<file path="src/rtl/lsu_lsq_ctrl_pkg.sv">
// Shared definitions for the LSU load/store queue controller.
//   LSQ_DEPTH_DEF : default number of queue entries (power of two, >= 2)
//   rsp_kind_e    : meaning of the pipeline response replay flag
package lsu_lsq_ctrl_pkg;

    localparam int unsigned LSQ_DEPTH_DEF = 8;

    typedef enum logic {
        RSP_SUCC   = 1'b0,
        RSP_REPLAY = 1'b1
    } rsp_kind_e;

endpackage

</file>
<file path="src/rtl/lsu_lsq_ctrl_age_picker.sv">
// Age-ordered picker: finds the oldest set bit of a candidate vector, where
// age order starts at the queue head index and wraps around.
//   cand_i     : per-entry candidate flags
//   head_idx_i : index of the oldest entry
//   found_o    : at least one candidate is set
//   idx_o      : index of the oldest candidate ('0 when none)
module lsu_lsq_age_picker
    import lsu_lsq_ctrl_pkg::*;
#(
    parameter  int unsigned LSQ_DEPTH = LSQ_DEPTH_DEF,
    localparam int unsigned LSQ_IDX_W = $clog2(LSQ_DEPTH)
) (
    input  logic [LSQ_DEPTH-1:0] cand_i,
    input  logic [LSQ_IDX_W-1:0] head_idx_i,
    output logic                 found_o,
    output logic [LSQ_IDX_W-1:0] idx_o
);

    logic [LSQ_DEPTH-1:0] rot;
    logic [LSQ_IDX_W-1:0] src;
    logic [LSQ_IDX_W-1:0] enc;

    // Rotate so bit 0 is the head entry; index arithmetic wraps naturally
    // because the depth is a power of two.
    always_comb begin
        rot = '0;
        src = '0;
        for (int unsigned i = 0; i < LSQ_DEPTH; i++) begin
            src    = LSQ_IDX_W'(i) + head_idx_i;
            rot[i] = cand_i[src];
        end
    end

    always_comb begin
        found_o = 1'b0;
        enc     = '0;
        for (int unsigned i = 0; i < LSQ_DEPTH; i++) begin
            if (rot[i] && !found_o) begin
                found_o = 1'b1;
                enc     = LSQ_IDX_W'(i);
            end
        end
        idx_o = found_o ? (enc + head_idx_i) : '0;
    end

endmodule

</file>
<file path="src/rtl/lsu_lsq_ctrl.sv">
// LSU load/store queue controller. Holds head/tail pointers and drives the
// per-entry control strobes of the entry array.
//   clk, rst_n          : clock, asynchronous active-low reset
//   flush               : synchronous pipeline flush, overrides everything
//   enq_*               : in-order allocation from dispatch (tail)
//   ent_*_i             : per-entry status from the entry array
//   ent_*_o             : one-hot per-entry strobes to the entry array
//   iss_*               : oldest-ready issue handshake to the pipeline
//   rsp_*               : pipeline response (success / replay)
//   commit_i            : ROB permits retiring the head entry
//   lsq_cnt_o           : number of occupied entries
module lsu_lsq_ctrl
    import lsu_lsq_ctrl_pkg::*;
#(
    parameter  int unsigned LSQ_DEPTH = LSQ_DEPTH_DEF,
    localparam int unsigned LSQ_IDX_W = $clog2(LSQ_DEPTH)
) (
    input  logic                 clk,
    input  logic                 rst_n,
    input  logic                 flush,
    input  logic                 enq_vld_i,
    output logic                 enq_rdy_o,
    output logic [LSQ_IDX_W-1:0] enq_idx_o,
    input  logic [LSQ_DEPTH-1:0] ent_vld_i,
    input  logic [LSQ_DEPTH-1:0] ent_awake_i,
    input  logic [LSQ_DEPTH-1:0] ent_exec_i,
    input  logic [LSQ_DEPTH-1:0] ent_succ_i,
    output logic [LSQ_DEPTH-1:0] ent_enq_o,
    output logic [LSQ_DEPTH-1:0] ent_deq_o,
    output logic [LSQ_DEPTH-1:0] ent_exec_o,
    output logic [LSQ_DEPTH-1:0] ent_replay_o,
    output logic [LSQ_DEPTH-1:0] ent_succ_o,
    output logic                 iss_vld_o,
    output logic [LSQ_IDX_W-1:0] iss_idx_o,
    input  logic                 iss_rdy_i,
    input  logic                 rsp_vld_i,
    input  logic [LSQ_IDX_W-1:0] rsp_idx_i,
    input  logic                 rsp_replay_i,
    input  logic                 commit_i,
    output logic [LSQ_IDX_W:0]   lsq_cnt_o
);

    localparam int unsigned PTR_W = LSQ_IDX_W + 1;

    // Pointers carry an extra wrap bit to tell full from empty.
    logic [PTR_W-1:0]     head_q, head_d;
    logic [PTR_W-1:0]     tail_q, tail_d;
    logic [LSQ_IDX_W-1:0] head_idx, tail_idx;
    logic                 empty, full;
    logic                 enq_fire, deq_fire;
    logic [LSQ_DEPTH-1:0] cand;
    logic                 pick_found;
    logic [LSQ_IDX_W-1:0] pick_idx;

    assign head_idx = head_q[LSQ_IDX_W-1:0];
    assign tail_idx = tail_q[LSQ_IDX_W-1:0];

    // An entry responding this cycle is still marked exec by the array, but
    // it is masked explicitly so a replay cannot be reissued in the same cycle.
    always_comb begin
        cand = '0;
        for (int unsigned i = 0; i < LSQ_DEPTH; i++) begin
            cand[i] = ent_vld_i[i] & ent_awake_i[i] & ~ent_exec_i[i] & ~ent_succ_i[i]
                    & ~(rsp_vld_i && (rsp_idx_i == LSQ_IDX_W'(i)));
        end
    end

    lsu_lsq_age_picker #(
        .LSQ_DEPTH (LSQ_DEPTH)
    ) u_age_picker (
        .cand_i     (cand),
        .head_idx_i (head_idx),
        .found_o    (pick_found),
        .idx_o      (pick_idx)
    );

    always_comb begin
        ent_enq_o    = '0;
        ent_deq_o    = '0;
        ent_exec_o   = '0;
        ent_replay_o = '0;
        ent_succ_o   = '0;

        empty     = (head_q == tail_q);
        full      = (head_idx == tail_idx) && (head_q[LSQ_IDX_W] != tail_q[LSQ_IDX_W]);
        lsq_cnt_o = tail_q - head_q;
        enq_idx_o = tail_idx;

        // Full is evaluated on current state only: a same-cycle dequeue
        // does not open a slot.
        enq_rdy_o = ~full & ~flush;
        enq_fire  = enq_vld_i & enq_rdy_o;
        deq_fire  = ~flush & commit_i & ~empty & ent_vld_i[head_idx] & ent_succ_i[head_idx];

        iss_vld_o = pick_found & ~flush;
        iss_idx_o = iss_vld_o ? pick_idx : '0;

        if (enq_fire) begin
            ent_enq_o[tail_idx] = 1'b1;
        end
        if (deq_fire) begin
            ent_deq_o[head_idx] = 1'b1;
        end
        if (iss_vld_o && iss_rdy_i) begin
            ent_exec_o[iss_idx_o] = 1'b1;
        end
        if (!flush && rsp_vld_i && ent_vld_i[rsp_idx_i]) begin
            if (rsp_kind_e'(rsp_replay_i) == RSP_REPLAY) begin
                ent_replay_o[rsp_idx_i] = 1'b1;
            end else begin
                ent_succ_o[rsp_idx_i] = 1'b1;
            end
        end

        if (flush) begin
            head_d = '0;
            tail_d = '0;
        end else begin
            head_d = head_q + PTR_W'(deq_fire);
            tail_d = tail_q + PTR_W'(enq_fire);
        end
    end

    always_ff @(posedge clk or negedge rst_n) begin
        if (!rst_n) begin
            head_q <= '0;
            tail_q <= '0;
        end else begin
            head_q <= head_d;
            tail_q <= tail_d;
        end
    end

endmodule

</file>
<file path="config.mk">
export PLATFORM = sky130hd
export DESIGN_NAME = lsu_lsq_ctrl
export DESIGN_NICKNAME = d
export VERILOG_FILES = /design/src/rtl/lsu_lsq_ctrl_pkg.sv /design/src/rtl/lsu_lsq_ctrl_age_picker.sv /design/src/rtl/lsu_lsq_ctrl.sv
export SDC_FILE = /design/constraint.sdc
export NUM_CORES = 1
export LEC_CHECK = 0
export CORE_ASPECT_RATIO = 0.75
export CORE_MARGIN = 3
export CORE_UTILIZATION = 39
export DETAILED_ROUTE_END_ITERATION = 10
export PLACE_DENSITY_LB_ADDON = 0.1
export SYNTH_ARGS = -nofsm -noshare
export SYNTH_HDL_FRONTEND = slang
export SYNTH_HIERARCHICAL = 1
export SYNTH_SLANG_ARGS = --single-unit
</file>
<file path="constraint.sdc">
create_clock -name clk -period 5.2 [get_ports clk]
set_input_delay 1.04 -clock clk [delete_from_list [all_inputs] [get_ports clk]]
set_output_delay 1.04 -clock clk [all_outputs]
set_load 0.01 [all_outputs]
</file>
; Yosys cells after proc, flatten, opt, wreduce, memory -nomap -nowiden
; Cells that the tools add are included.
[word_totals]
elab_cells = 192
inputBits = 43
output_inout_bits = 52
register_bits = 8
[op_classes]
add_sub_neg = 11
magnitude_cmp = 15
n_eq_ne = 10
n_mux = 56
reduce_logical = 32
bitwise = 66
[ops]
columns = operator, n
row1 = $mux W8, 7
row2 = $lt A3 B4 Y1 const B, 11
row3 = $and A1 B1 Y1, 39
row4 = $bmux W1 S3, 11
row5 = $not A1 Y1, 27
row6 = $mux W1, 24
row7 = $logic_and A1 B1 Y1, 23
row8 = $mux W3, 6
row9 = $add A3 B3 Y3 const A, 4
row10 = $demux W1 S3, 4
row11 = $eq A3 B3 Y1 const B, 4
row12 = $ge A3 B1 Y1 const B, 4
row13 = $add A4 B1 Y4, 2
row14 = $logic_not A1 Y1, 8
row15 = $mux W4, 2
row16 = $add A2 B3 Y3 const A, 2
row17 = $eq A3 B2 Y1 const B, 2
row18 = $eq A4 B4 Y1, 1
row19 = $mux W2, 2
row20 = $sub A4 B4 Y4, 1
row21 = $add A1 B3 Y3 const A, 1
row22 = $add A3 B3 Y3, 1
row23 = $eq A3 B1 Y1 const B, 1
row24 = $eq A3 B3 Y1, 1
row25 = 2 further kinds, 2

; Depth between registers and ports, before layout
; Gate-level depths: netlist (run 1).
[logic_depth]
word_depth = 36
depth_mapped = 15
mapped_depth_nobuf = 14

; Hierarchy
; The synthesis (run 1) kept the hierarchy.
[by_module_without_submodules]
columns = module, area_per_inst_um2, instances, cells_per_inst, seq_area_each_um2
row1 = lsu_lsq_ctrl, 1278.7, 1, 177, 200.2
row2 = lsu_lsq_age_picker, 782.0, 1, 74, 0.0

; Worst setup path before layout (run 1)
; Ideal clock, no wire load.
[synth_timing]
kind = input -> output
startpoint = in rsp_idx_i[1]
endpoint = out ent_exec_o[7]
path_slack_ns = -0.204
path_buffers = 1
t_arrival_ns = 4.364
path_stages = 13
required_time_ns = 4.160
path_cell_list = clkbuf_1 or3b_2 o21a_1 mux4_2 mux2i_1 o21ai_0 o211ai_1 a32oi_1 ha_1 fa_1 o32ai_1 nand2_1 nor2_1
[synth_via]
elab_chain_cells = 36
elab_cells_between_ends = 88
classes_between = add/sub: 1 / order compare: 2 / eq/ne: 7 / mux: 36 / bitwise: 17 / reduce/logical: 25
[synth_lines]
columns = element, line
row1 = start: declaration, lsu_lsq_ctrl.sv:37  ; input logic [LSQ_IDX_W-1:0] rsp_idx_i,
row2 = $eq A3 B1 Y1 *, lsu_lsq_ctrl.sv:64  ; & ~(rsp_vld_i && (rsp_idx_i == LSQ_IDX_W'(i)));
row3 = $logic_and A1 B1 Y1 *, lsu_lsq_ctrl.sv:64
row4 = $not A1 Y1 *, lsu_lsq_ctrl.sv:64
row5 = $and A1 B1 Y1 *, lsu_lsq_ctrl.sv:64
row6 = named net cand[1], lsu_lsq_ctrl.sv:51  ; logic [LSQ_DEPTH-1:0] cand;
row7 = $bmux W1 S3, lsu_lsq_ctrl_age_picker.sv:30  ; rot[i] = cand_i[src];
row8 = $mux W1 (not written as such), lsu_lsq_ctrl_age_picker.sv:30
row9 = $mux W1, lsu_lsq_ctrl_age_picker.sv:38  ; if (rot[i] && !found_o) begin
row10 = [22 not listed], --
row11 = $mux W3 *, lsu_lsq_ctrl_age_picker.sv:43  ; idx_o = found_o ? (enc + head_idx_i) : '0;
row12 = named net pick_idx[2], lsu_lsq_ctrl.sv:53  ; logic [LSQ_IDX_W-1:0] pick_idx;
row13 = $mux W3 *, lsu_lsq_ctrl.sv:96  ; iss_idx_o = iss_vld_o ? pick_idx : '0;
row14 = $lt A3 B4 Y1 (not written as such) or $ge A3 B1 Y1 (tied branches), lsu_lsq_ctrl.sv:105  ; ent_exec_o[iss_idx_o] = 1'b1;
row15 = $logic_and A1 B1 Y1 (not written as such), lsu_lsq_ctrl.sv:105
row16 = $mux W1 (not written as such), lsu_lsq_ctrl.sv:105
row17 = $demux W1 S3 *, lsu_lsq_ctrl.sv:105
row18 = $mux W8 *, lsu_lsq_ctrl.sv:104  ; if (iss_vld_o && iss_rdy_i) begin
row19 = end: declaration, lsu_lsq_ctrl.sv:30  ; output logic [LSQ_DEPTH-1:0] ent_exec_o,
; The timed path passes the listed nets; every way through them passes the cells marked *. The select of a mux whose other input is x is not followed.

; Final worst setup path (run 1)
[layout_timing]
startpoint = in rsp_idx_i[1]
endpoint = out ent_exec_o[3]
[layout_via]
elab_chain_cells = 36
elab_cells_between_ends = 88
classes_between = add/sub: 1 / order compare: 2 / eq/ne: 7 / mux: 36 / bitwise: 17 / reduce/logical: 25
[layout_lines]
columns = element, line
row1 = $eq A3 B3 Y1 *, lsu_lsq_ctrl.sv:64
row2 = $logic_and A1 B1 Y1 *, lsu_lsq_ctrl.sv:64
row3 = $not A1 Y1 *, lsu_lsq_ctrl.sv:64
row4 = $and A1 B1 Y1 *, lsu_lsq_ctrl.sv:64
row5 = named net cand[5], lsu_lsq_ctrl.sv:51
row6 = $bmux W1 S3, lsu_lsq_ctrl_age_picker.sv:30
row7 = $mux W1 (not written as such), lsu_lsq_ctrl_age_picker.sv:30
row8 = $mux W1, lsu_lsq_ctrl_age_picker.sv:38
row9 = [22 not listed], --
row10 = $mux W3 *, lsu_lsq_ctrl_age_picker.sv:43
row11 = named net pick_idx[2], lsu_lsq_ctrl.sv:53
row12 = $mux W3 *, lsu_lsq_ctrl.sv:96
row13 = $lt A3 B4 Y1 (not written as such) or $ge A3 B1 Y1 (tied branches), lsu_lsq_ctrl.sv:105
row14 = $logic_and A1 B1 Y1 (not written as such), lsu_lsq_ctrl.sv:105
row15 = $mux W1 (not written as such), lsu_lsq_ctrl.sv:105
row16 = $demux W1 S3 *, lsu_lsq_ctrl.sv:105
row17 = $mux W8 *, lsu_lsq_ctrl.sv:104
; Marked as above.

==> impl_metrics.toml, run 1 <==
[outcome]
status = "complete, but fails checks"
violations = "setup timing"

[clocking]
cts-buffers-inserted = 3
clock_sinks = 8
holdBufCountCts = 0
clock_path_buffers = 2
htreeDepth = 1
cts_tree = "done"
clkTransAtPathRegs_ns = 0.04
root_buffer = "clkbuf_8"
clkLatencyLatePin_ns = 0.23

[cells_and_area]
final_cell_mix = "56 x clkdlybuf4s50_1, 56 x buf_4, 26 x nor2_1"
nFillCells = 386
area_growth_pct = 85.2
stdcell_count = 464
finish.utilization_pct = 76.6
drive_above_1_share_pct = 38.3
num-nets-final = 449
antenna_cells = 0

[timing]
finalMaxSlewViolations = 0
tns_ns = -0.615
fin_crit_ns = 5.30
tightest_slew_ns = 0.766
period_share_pct = 102
skew_ns = 0.00274
fmax_mhz = 189
relSlewSlack_pct = 48.7
hold_viol = 0
setup_viol = 10
rsz0062_at_grt = "true"
final.setup.worst_slack_ns = -0.105

[route]
vias = 2537
vias_per_cell = 5.47
drt_pass1_iterations = 4
drc_errors = 0
drtIter0Drc = 180
wl_per_cell_um = 16.9
wl_mm = 7.84
postRouteAntennaNets = 0

[synthesis]
synth_edf_count = 0
ys_async_sr_fraction_pct = 100
ys_seq_area_share_pct = 9.71
syn-cell-area_mm2 = 0.00206
ys_ff_latch = 8
syn_nets = 306
ys.flop_type = "dfrtp_1"
avgSynthCellArea_um2 = 8.21
synth_cell_types = 57
yosys_warnings = 6
syn_inst = 251

[flow_run]
maxCapViolations = 0

[global_routing]
antenna_found_initial = 0
grt_pass1_wl_mm = 12.0
grt-ovfl-total = 0
grt_usage_pct = 24.5
grt_max_degree = 27
grt_pass1_vias = 2429

[pwr]
leakage_nw = 1.65
ir_drop_v = 0.0000831
power.density_mw_per_mm2 = 85.9

[critical_path]
worstPathMaxFanout = 7
cp-start-kind = "input port"
cp.arrival_ns = 4.26
worstPathRequired_ns = 4.16
crit_type = "input port to output pin"
worstSetupEndpointType = "output pin"

[placed_design]
place_congestion = 0.884
dp_cells = 452
hpwl_mm = 5.98
port_buffers = 94

[floorplan]
die_h_um = 69.0
core-area_mm2 = 0.00498
die_area_mm2 = 0.00620
start_util_pct = 41.4
row_count = 22
die_w_um = 89.9
io_pins = 95

[worst_hold_path]
hold_path.class = "register to register"
[cells by family (layout without fill, tap and decap cells)]
family          count (synthesis)  in the layout  synth area share, %
flops                           8              8                 9.71
compound gates                 38             38                 13.0
xor+xnor                       10             10                 4.25
buf+inv                        33            174                 8.26
mux                            27             27                 22.5
simple gates                  123            123                 34.2
fa+ha+maj                      12             12                 8.01
[critical path: stages]
cell	delay, ns
buf_2	0.11
buf_4	0.16
nand3b_1	0.19
o21a_2	0.26
mux4_2	0.51
mux2_4	0.32
nor3_2	0.18
o211ai_1	0.10
a32oi_1	0.23
ha_2	0.21
fa_2	0.24
o21ai_2	0.08
o32ai_4	0.18
nand2b_4	0.21
buf_6	0.09
nor2_4	0.03
buf_6	0.12
[power breakdown]
group	switching, mW	total (mW)	internal [mW]
sequential	0.00156	0.0652	0.0636
clock	0.0258	0.0761	0.0503
combinational	0.0804	0.187	0.106
total	0.108	0.328	0.220
[registers in the layout, indices dropped and copies added (netlist names)]
signal  flops
tail_q      4
head_q      4
[area by class of cell]
cell class / count / area (µm²) / share of cell area, %
multi-input cells: 210 / 2020 / 53.0
repair buffers: 155 / 1400 / 36.7
flip-flops and latches: 8 / 200 / 5.24
well taps: 72 / 90.1 / 2.36
inverters: 16 / 62.6 / 1.64
clock buffers: 3 / 41.3 / 1.08
[Yosys cell counts (4+ instances only)]
cell      instances  area share, %
mux4_1            4            5.1
nand2_1          15            2.7
nand2b_1          7            2.1
dfrtp_1           8            9.7
nor2_1           33            6.0
nand3b_1          5            1.8
and2_1            5            1.5
buf_6             4            2.2
xnor2_1           7            3.0
mux2i_1           6            2.9
mux4_2            9            9.8
mux2_2            4            2.2
clkbuf_1          6            1.1
a21oi_1           8            1.9
buf_2             4           0.97
nor2b_1           7            2.1
ha_1             10            6.1
nor4_1            4            1.2
inv_1            15            2.7
o21a_1            8            2.9
nand3_1           8            1.9
nor3_1           17            4.1
nor4bb_1          5            2.4
[what timing repair did]
item | CTS | global route
setup buffers | 6 | 4
resized for setup | 114 | 22
endpoints found under the setup margin | 12 | 11
pin swaps | 16 | 19
hold endpoints to repair | 0 | 0
[per-layer routing]
layer	share of wire (%)	track usage, %	vias up
met2	48	43.2	124
li1	-	-	1206
met1	44	31.9	1199
met5	0	0	-
met4	0.88	4.96	0
met3	6.8	5.21	8
[per-stage QoR]
step,hold slack (ns),worst slack (ns),area (µm²),power (mW)
after global routing,0.675,-0.224,3820,0.347
after global placement,0.584,-0.866,3450,0.227
after CTS,0.622,-0.108,3730,0.323
final,0.646,-0.105,3820,0.328
after detailed placement,0.604,-0.946,3450,0.230
after floorplan,0.561,0.0236,2140,0.143
[path summary, 6_finish.rpt]
path | start | endpoint | slack, ns | cells after the start
min | tail_q[3]$_DFF_PN0_ | tail_q[3]$_DFF_PN0_ | 0.65 | 2
min in group asynchronous | rst_n | head_q[2]$_DFF_PN0_ | 1.11 | 1
max in group asynchronous | rst_n | head_q[1]$_DFF_PN0_ | 3.80 | 1
min reg2reg | tail_q[3]$_DFF_PN0_ | tail_q[3]$_DFF_PN0_ | 0.65 | 2
max reg2reg | head_q[2]$_DFF_PN0_ | head_q[1]$_DFF_PN0_ | 2.05 | 10
max | rsp_idx_i[1] | ent_exec_o[3] | -0.10 | 17
Note: power is estimated with default switching activity, not from simulation.
==> run 2: changes to the inputs <==
Settings changed: RECOVER_POWER set to 50.
==> impl_metrics.toml, run 2 (synthesis gave the netlist of run 1 again) <==
[placed_design]
dpl_cell_area_mm2 = 0.00345
hpwl_mm = 5.98
place_congestion = 0.884
port_buffers = 94

[timing]
final.setup.worst_slack_ns = -0.104
finalMaxSlewViolations = 0
hold_ws_ns = 0.643
rsz0062_at_grt = "true"
setup_viol = 10
skew_ns = 0.00302
fin_crit_ns = 5.30
period_share_pct = 102
tightest_slew_ns = 0.766
relSlewSlack_pct = 48.8
tns_ns = -0.608
hold_viol = 0
fmax_mhz = 189

[outcome]
status = "complete, but fails checks"
violations = "setup timing"

[worst_hold_path]
hold_path.class = "register to register"

[critical_path]
worstSetupEndpointType = "output pin"
path_cells = "buf_2, buf_4, nand3b_1, o21a_2, mux4_2, mux2_4, nor3_2, o211ai_1, a32oi_1, ha_2, fa_2, o21ai_2, o32ai_4, nand2b_4, buf_6, nor2_4, buf_6"
worstPathRequired_ns = 4.16
path_buf_inv = 4
r2r_slack_ns = 2.04
cp-start-kind = "input port"
critPathMaxStageDelay_ns = 0.51
cp.arrival_ns = 4.26
cp_common_cell = "buf_6"
cp-startpoint = "rsp_idx_i[1]"
cp.depth = 17
timing.rr.start = "head_q[2]$_DFF_PN0_"
crit_type = "input port to output pin"
critPathTopFamily = "compound AO/OA/AOI/OAI gates"
reg2reg_to = "head_q[3]$_DFF_PN0_"
slowest_stage = "mux4_2"
crit_path_end = "ent_exec_o[3]"
worstPathMaxFanout = 7
reg2reg_depth = 11

[global_routing]
grt_pass1_wl_mm = 12.0
grt_usage_pct = 24.5
grt_pass1_vias = 2429
grt_max_degree = 27
antenna_found_initial = 0
grt-ovfl-total = 0

[clocking]
clock_path_buffers = 2
clkTransAtPathRegs_ns = 0.04
clock_sinks = 8
htreeDepth = 1
root_buffer = "clkbuf_8"
clkLatencyLatePin_ns = 0.23
holdBufCountCts = 0
cts_tree = "done"
cts-buffers-inserted = 3

[cells_and_area]
final_cell_mix = "56 x buf_4, 44 x clkdlybuf4s50_1, 26 x nor2_1"
final_common_cell = "buf_4"
reg.largest.list = "head_q (4), tail_q (4)"
area_growth_pct = 85.1
drive_above_1_share_pct = 38.0
design_area_mm2 = 0.00381
num-nets-final = 449
nFillCells = 386
finish.utilization_pct = 76.5
antenna_cells = 0

[route]
wl_per_cell_um = 16.9
wl_mm = 7.83
vias = 2528
drt_pass1_iterations = 4
vias_per_cell = 5.45
drc_errors = 0
postRouteAntennaNets = 0
drtIter0Drc = 186

[floorplan]
start_util_pct = 41.4
die_w_um = 89.9
row_count = 22
io_pins = 95
core-area_mm2 = 0.00498
die_h_um = 69.0
die_area_mm2 = 0.00620

[pwr]
power.density_mw_per_mm2 = 85.4
ir_drop_v = 0.0000824
leakage_nw = 1.68
p_total_mw = 0.326

[flow_run]
maxCapViolations = 0
[run 2: changes by cell type in the layout (fill, tap and decap cells not counted)]
cell | previous run | this run
mux2i_1 | 4 | 5
mux2i_2 | 3 | 2
clkdlybuf4s50_1 | 56 | 44
dlygate4sd3_1 | 0 | 12
[run 2: power breakdown]
| group | internal (mW) | switching [mW] | total [mW] |
|---|---|---|---|
| Sequential | 0.0636 | 0.00152 | 0.0651 |
| Combinational | 0.105 | 0.0800 | 0.185 |
| Clock | 0.0503 | 0.0256 | 0.0759 |
| Total | 0.219 | 0.107 | 0.326 |
[run 2: timing repair]
action / in CTS / in global routing
hold endpoints to repair: 0 / 0
cloned: 0 / 0
endpoints found under the setup margin: 12 / 11
resized for setup: 114 / 22
setup buffers: 6 / 4
pin swaps: 16 / 19
[run 2: stage by stage]
stage,setup WS [ns],std cells
2_1_floorplan,0.0236,251
3_3_place_gp,-0.866,452
3_5_place_dp,-0.946,452
4_1_cts,-0.108,461
5_1_grt,-0.224,464
6_report,-0.104,464
[run 2: how the worst min path moves through the flow]
stage                         from             endpoint  slack [ns]  depth (start not counted)
2_1_floorplan  tail_q[3]$_DFF_PN0_  tail_q[3]$_DFF_PN0_        0.56                          2
3_3_place_gp   head_q[3]$_DFF_PN0_  head_q[3]$_DFF_PN0_        0.58                          2
3_5_place_dp   tail_q[3]$_DFF_PN0_  tail_q[3]$_DFF_PN0_        0.60                          2
4_1_cts        tail_q[3]$_DFF_PN0_  tail_q[3]$_DFF_PN0_        0.62                          2
5_1_grt        tail_q[3]$_DFF_PN0_  tail_q[3]$_DFF_PN0_        0.67                          2
6_report       tail_q[3]$_DFF_PN0_  tail_q[3]$_DFF_PN0_        0.64                          2
[run 2: cell type report]
class / instances / area [µm²] / share of cell area (%)
clock buffers: 3 / 41.3 / 1.08
inverters: 16 / 62.6 / 1.64
well taps: 72 / 90.1 / 2.36
flip-flops and latches: 8 / 200 / 5.25
repair buffers: 155 / 1400 / 36.7
multi-input cells: 210 / 2020 / 53.0
[run 2: per-layer routing]
metal  share of wire, %  routed length [µm]  vias up  track usage, %
met3                6.5                 506        6            5.21
met1                 45                3500     1192            31.9
met2                 48                3750      120            43.2
met5                  0                   0        -               0
met4               0.81                  63        0            4.96
li1                   -                   -     1210               -
[run 2: worst reg2reg max path: stages (launching register included)]
cell,delay [ns]
dfrtp_1,0.51
buf_4,0.35
inv_1,0.15
ha_1,0.35
and3_1,0.23
a22oi_1,0.19
nand3b_1,0.30
nor4_1,0.31
ha_1,0.27
nand3_1,0.13
xor2_1,0.19
nor2_1,0.07
==> run 3: changes to the inputs <==
Settings changed: SLEW_MARGIN set to 0.
==> results of run 3 <==
No change in the layout: final DEF, timing and power equal those of run 2.
